===== src/rtl/fifo_uart_pkg.sv =====
// Shared types and constants for the FIFO-draining UART transmitter.
package fifo_uart_pkg;

  // Transmitter FSM states; StParity is only visited when parity is enabled.
  typedef enum logic [2:0] {
    StIdle,
    StPop,
    StLoad,
    StStart,
    StData,
    StParity,
    StStop
  } state_e;

  // Serial line levels.
  localparam logic LINE_IDLE  = 1'b1;
  localparam logic LINE_START = 1'b0;

endpackage


===== src/rtl/baud_tick_gen.sv =====
// Bit-period counter: counts r_clk cycles within one serial bit and flags the last one.
module baud_tick_gen #(
  parameter int unsigned clks_per_bit = 16
) (
  input  logic                            clk,
  input  logic                            reset_n,
  input  logic                            clear,
  output logic                            bit_end,
  output logic [$clog2(clks_per_bit)-1:0] count
);

  localparam int unsigned CntW = $clog2(clks_per_bit);
  localparam logic [CntW-1:0] LastCnt = CntW'(clks_per_bit - 1);

  logic [CntW-1:0] count_q, count_d;

  assign bit_end = (count_q == LastCnt);
  assign count   = count_q;

  // Restart on clear (state entry) and wrap at the end of each bit.
  always_comb begin
    count_d = count_q + CntW'(1);
    if (clear || bit_end) begin
      count_d = '0;
    end
  end

  // Counter register.
  always_ff @(posedge clk or negedge reset_n) begin
    if (!reset_n) begin
      count_q <= '0;
    end else begin
      count_q <= count_d;
    end
  end

endmodule


===== src/rtl/fifo_uart_tx.sv =====
// Pops words from the FIFO read port and serialises each one as
// start | data LSB first | optional even parity | stop.
module fifo_uart_tx #(
  parameter int unsigned word_width   = 8,
  parameter int unsigned clks_per_bit = 16,
  parameter bit          parity_en    = 1'b0
) (
  input  logic                  r_clk,
  input  logic                  reset_n,
  input  logic                  en,
  input  logic                  empty,
  input  logic [word_width-1:0] fifo_data,
  output logic                  rd,
  output logic                  tx,
  output logic                  busy,
  output logic                  tx_done
);

  import fifo_uart_pkg::*;

  localparam int unsigned BitCntW = $clog2(word_width + 1);
  localparam int unsigned BaudW   = $clog2(clks_per_bit);
  localparam logic [BitCntW-1:0] LastBit    = BitCntW'(word_width - 1);
  localparam logic [BaudW-1:0]   PreLastCnt = BaudW'(clks_per_bit - 2);

  state_e                state_q, state_d;
  logic [word_width-1:0] shift_q, shift_d;
  logic [BitCntW-1:0]    bit_cnt_q, bit_cnt_d;
  logic                  parity_q, parity_d;
  logic                  tx_q, tx_d;
  logic                  rd_q, rd_d;
  logic                  busy_q, busy_d;
  logic                  done_q, done_d;
  logic                  bit_end;
  logic                  baud_clear;
  logic [BaudW-1:0]      baud_cnt;

  // Counter restarts on every state entry and is held at zero while idle.
  assign baud_clear = (state_d != state_q) || (state_q == StIdle);

  baud_tick_gen #(
    .clks_per_bit(clks_per_bit)
  ) u_baud (
    .clk    (r_clk),
    .reset_n(reset_n),
    .clear  (baud_clear),
    .bit_end(bit_end),
    .count  (baud_cnt)
  );

  // Next-state, datapath and registered-output decode.
  always_comb begin
    state_d   = state_q;
    shift_d   = shift_q;
    bit_cnt_d = bit_cnt_q;
    parity_d  = parity_q;

    unique case (state_q)
      StIdle:  if (en && !empty) state_d = StPop;
      StPop:   state_d = StLoad;
      StLoad: begin
        // The popped word is valid on fifo_data during this cycle.
        shift_d   = fifo_data;
        parity_d  = ^fifo_data;
        bit_cnt_d = '0;
        state_d   = StStart;
      end
      StStart: if (bit_end) state_d = StData;
      StData: begin
        if (bit_end) begin
          shift_d   = shift_q >> 1;
          bit_cnt_d = bit_cnt_q + BitCntW'(1);
          if (bit_cnt_q == LastBit) state_d = parity_en ? StParity : StStop;
        end
      end
      StParity: if (bit_end) state_d = StStop;
      StStop:   if (bit_end) state_d = (en && !empty) ? StPop : StIdle;
      default:  state_d = StIdle;
    endcase

    // Outputs are decoded from the upcoming state so they can be registered.
    rd_d   = (state_d == StPop);
    busy_d = (state_d != StIdle);
    // Next cycle is the final stop-bit cycle.
    done_d = (state_q == StStop) && (baud_cnt == PreLastCnt);

    unique case (state_d)
      StStart:  tx_d = LINE_START;
      StData:   tx_d = shift_d[0];
      StParity: tx_d = parity_d;
      default:  tx_d = LINE_IDLE;
    endcase
  end

  // State, datapath and output registers.
  always_ff @(posedge r_clk or negedge reset_n) begin
    if (!reset_n) begin
      state_q   <= StIdle;
      shift_q   <= '0;
      bit_cnt_q <= '0;
      parity_q  <= 1'b0;
      tx_q      <= LINE_IDLE;
      rd_q      <= 1'b0;
      busy_q    <= 1'b0;
      done_q    <= 1'b0;
    end else begin
      state_q   <= state_d;
      shift_q   <= shift_d;
      bit_cnt_q <= bit_cnt_d;
      parity_q  <= parity_d;
      tx_q      <= tx_d;
      rd_q      <= rd_d;
      busy_q    <= busy_d;
      done_q    <= done_d;
    end
  end

  assign tx      = tx_q;
  assign rd      = rd_q;
  assign busy    = busy_q;
  assign tx_done = done_q;

endmodule


===== config.mk =====
export PLATFORM = sky130hd
export DESIGN_NAME = fifo_uart_tx
export DESIGN_NICKNAME = d
export VERILOG_FILES = /design/src/rtl/fifo_uart_pkg.sv /design/src/rtl/baud_tick_gen.sv /design/src/rtl/fifo_uart_tx.sv
export SDC_FILE = /design/constraint.sdc
export NUM_CORES = 1
export LEC_CHECK = 0
export CORE_ASPECT_RATIO = 1.4
export CORE_MARGIN = 2
export CORE_UTILIZATION = 40
export DETAILED_ROUTE_END_ITERATION = 16
export DONT_BUFFER_PORTS = 1
export GPL_TIMING_DRIVEN = 1
export MAX_ROUTING_LAYER = met4
export PLACE_DENSITY = 0.63
export SLEW_MARGIN = 15
export SYNTH_ARGS = -nofsm -noshare
export SYNTH_HDL_FRONTEND = slang
export SYNTH_SLANG_ARGS = --single-unit

===== constraint.sdc =====
create_clock -name r_clk -period 2.3 [get_ports r_clk]
set_input_delay 0.23 -clock r_clk [delete_from_list [all_inputs] [get_ports r_clk]]
set_output_delay 0.23 -clock r_clk [all_outputs]
set_load 0.01 [all_outputs]

==> impl_summary.md <==
Outcome
The run finished with clean final reports.

Pwr
The leakage power summed over all cells is 0.5758 nW. The part of the total power dissipated in the clock network is 19.9%. For this design the total switching power over the nets is 0.0005141 W. Dividing total power by cell area gives a power density of 1099 nW/um^2. The share of total power dissipated in sequential elements is between 40% and 50%. IR analysis of the VDD net gives a maximum drop of 363.2 uV. The fraction of power spent switching nets is between 30 and 40%. The total power consumption of the routed design is 0.001443 W. The internal power consumption is 0.0009293 W. Of the total power, combinational logic draws between 30% and 40%.

Synth
Counting distinct cell types in the post-synthesis netlist gives 35. The number of flops mapped to enable cells by yosys is 0. The top cell type by total area after synthesis is sky130_fd_sc_hd__dfrtp_1.

Synthesis inferred 24 register bits. The post-synth net total is 134. Sorting the synthesized cells by area gives the leading types as sky130_fd_sc_hd__dfrtp_1 48%, sky130_fd_sc_hd__xnor2_1 6.5%, sky130_fd_sc_hd__nand2_1 5.3%. The area share of the leading cell type in the synthesized netlist is 47.72%. Synthesis handed over a netlist of 119 instances. Among all flip-flop cells after synthesis, the most frequent one is sky130_fd_sc_hd__dfrtp_1.

The average size of a mapped cell is 10.14 sq um. The proportion of register bits with asynchronous set or reset after synthesis is 100.0%. During synthesis, Yosys emitted a total of 0 warnings. The area of the mapped netlist is between 1000 and 1500 sq um.

For this run, the register share of the synthesized area comes to 49.90%.

Timing
Timing would allow up to 536.5 MHz. The total setup violations reported at the end of the flow is 0. The count of final hold-check violations is 0. Setup repair after global routing left no endpoint under its margin. Headroom to the max-slew limit came out at 64.43%. The smallest clock period supported by the final layout is computed as roughly 1.9 ns. Adding up every negative setup slack in the final design gives 0 ns.

Clock skew on the completed layout was measured at between 0.003 and 0.004 ns. After layout, the worst path uses 81.03% of the clock period. For the pin with the worst max-slew slack, the measured transition is 0.5300 ns. The total count of max-transition violations in the final report is 0.

CTS
CTS built an H-tree with a depth of 1. The post-CTS setup buffer count is 0. Clock tree synthesis found a total of 24 sinks. In this run, post-CTS repair resized a total of 0 instances. The maximum root-to-sink buffer count is 2. After clock tree synthesis, the clock-pin slew on the worst setup and hold paths is around 0.080 ns. The clock latency of the later-clocked register in the worst-skew pair is 0.27 ns. The count of hold-fix buffers inserted at cts is 1.

The number of CTS-inserted buffers is 3. The cell sitting at the root of the clock tree is a sky130_fd_sc_hd__clkbuf_8. TritonCTS built the clock tree.

Setup path
The critical path required time is 2.45 ns. The reg2reg setup slack is ~0.44 ns. The critical path capture point type is a register. The type of the setup path with the least slack is register to register. The length in cells of the worst reg-to-reg path is 6. The worst reg2reg path startpoint is u_baud.count[0]. The largest stage delay on the critical path is just under 0.4 ns. Of all nets on the critical path, the largest fanout is 5. The worst-path cell with the longest stage delay is sky130_fd_sc_hd__dfrtp_1.

The number of buffers and inverters on the critical path is 1. The category of the worst setup path launch point is a register. The data arrival time of the critical path is 2.02 ns. The endpoint identified for the worst register-to-register timing path is busy. In this run the number of cells on the critical path is 6. The critical path goes through ha_1 -> and3_1 -> a21oi_1 -> nor4_2 -> inv_1 -> or3_1.

On the critical path the largest part of the delay comes from simple AND/OR/NAND/NOR gates.

Floorplanning
The die span in x is approximately 50 um. For this configuration, the core starts out at a cell density of 41.91%. In this run the standard cell core region covers between 2000 and 3000 sq um. The die height is just under 70 um.

The floorplan step defined a die boundary enclosing about 3500 sq um. The number of standard-cell rows in the floorplan is 23. The count of boundary I/O pins is 16.

Drt
The length of the first detailed-routing pass in iterations is 4. The routed wire length is 2.224 mm. For this run, design rule violations remaining after detail routing come to 0.

The detail route stage leaves a number of antenna-violating nets equal to 0. The detailed-route wire length per cell is 13.99 um. After the first detailed-routing iteration, the DRC count stood at 36. The routed via count divided by cell count is 5.516.

The count of vias placed by the detailed router is 877.

Layout
The most common cell after layout, fill and taps aside is sky130_fd_sc_hd__dfrtp_1. The net count of the finished layout is 138. Compared with the post-synthesis result, the final layout area differs by 8.921%. The number of fill cells in the layout is 277. The utilization after layout is between 40% and 50%. The fraction of layout instances using a drive strength above 1 is ~9.8%. Leaving out fill and tap cells, the most frequent cells in the layout are 23 x sky130_fd_sc_hd__dfrtp_1, 17 x sky130_fd_sc_hd__nand2_1, 11 x sky130_fd_sc_hd__nor2_1. The total inserted antenna cells is 0.

GRT
The first global-routing pass estimated 3.436 mm of wire. The total global routing track utilization is between 10% and 20%. For this run the aggregate overflow at the end of global routing stands at 0. The number of global-route vias before repair came to between 800 and 900. Entering global routing, the biggest net connects 25 pins.

The number of antenna violations at the first check in global routing is 0.

Run
The reported max-cap violation count is 0.

Min path
The tightest min-delay check is of the input port to register type. In this run the most critical hold path is launched from fifo_data[7]. Along the worst hold path, the cell count comes to 2. The worst hold path terminates at shift_q[7].

Placed design
The number of input and output port buffers inserted is 0. Detailed placement ended at an HPWL of 1.590 mm. The congestion estimate from routability-driven global placement came to 0.8418.
==> flip-flops by register name, indices dropped and copies added, names as in the netlist <==
register      count
rd                1
parity_q          1
tx_done           1
tx                1
u_baud.count      4
state_q           3
shift_q           8
bit_cnt_q         4
busy              1
==> power groups by stage <==
stage	registers (W)	logic (W)	clock network, W
6_report	0.000699	0.000458	0.000287
5_1_grt	0.000721	0.000527	0.000311
4_1_cts	0.000697	0.000465	0.000295
3_5_place_dp	0.000703	0.000453	0
3_3_place_gp	0.000701	0.000439	0
2_1_floorplan	0.000647	0.000412	0
==> metrics by stage <==
step	setup WS, ns	cell area (sq um)	hold slack [ns]	std cells
2_1_floorplan	0.6124	1206	-0.06559	119
3_3_place_gp	0.4509	1244	-0.06494	153
3_5_place_dp	0.4158	1244	-0.06493	153
4_1_cts	0.4066	1309	0.09372	158
5_1_grt	0.3122	1314	0.09476	159
6_report	0.4362	1314	0.09865	159
==> cells by family (layout without fill, tap and decap cells) <==
family / Yosys count / in the layout / share of synthesized area (%)
DFF: 24 / 24 / 49.90
AOI/OAI and AO/OA: 21 / 21 / 13.17
xor gates and xnor gates: 12 / 12 / 8.714
muxes: 1 / 1 / 0.9335
buffers and inverters: 9 / 12 / 3.215
adders and majority gates: 3 / 3 / 3.112
and+or+nand+nor: 49 / 49 / 20.95
==> routing by layer <==
metal	share of wire, %	vias to the layer above	track usage [%]
met5	0	-	-
met4	2.3	0	8.446
met3	4.8	5	3.233
met2	51	18	24.84
met1	42	431	14.01
li1	-	423	-
==> worst register-to-register path, cell delays in order (launching register included) <==
cell and delay, ns:
sky130_fd_sc_hd__dfrtp_1 0.39, sky130_fd_sc_hd__ha_1 0.22, sky130_fd_sc_hd__and3_1 0.29, sky130_fd_sc_hd__a21oi_1 0.08
sky130_fd_sc_hd__nor4_2 0.31, sky130_fd_sc_hd__inv_1 0.09, sky130_fd_sc_hd__or3_1 0.37
==> synthesized netlist by cell type (2+ instances only) <==
master,count
sky130_fd_sc_hd__dfrtp_1,23
sky130_fd_sc_hd__buf_2,4
sky130_fd_sc_hd__nor2_1,11
sky130_fd_sc_hd__o21ai_0,5
sky130_fd_sc_hd__xor2_1,3
sky130_fd_sc_hd__nor3_1,3
sky130_fd_sc_hd__nand4_1,2
sky130_fd_sc_hd__a22oi_1,6
sky130_fd_sc_hd__nand2b_1,3
sky130_fd_sc_hd__ha_1,3
sky130_fd_sc_hd__xnor2_1,9
sky130_fd_sc_hd__nor4b_1,2
sky130_fd_sc_hd__a21oi_1,3
sky130_fd_sc_hd__inv_1,4
sky130_fd_sc_hd__or3_1,2
sky130_fd_sc_hd__nand2_1,17
==> area by class of cell <==
class	instances	area, sq um	area share, %
clock buffer	4	55.05	4.190
inverter	4	15.01	1.143
multi-input combinational	86	565.5	43.05
sequential	24	601.8	45.81
tap	37	46.29	3.524
timing repair buffer	4	30.03	2.286
==> worst max-delay path by stage <==
stage / from / to
final: u_baud.count[0] / busy
after global routing: u_baud.count[0] / tx
after CTS: u_baud.count[0] / busy
after detailed placement: u_baud.count[0] / busy
after global placement: u_baud.count[0] / busy
after floorplan: u_baud.count[0] / busy
Note: power is estimated with default switching activity, not from simulation.
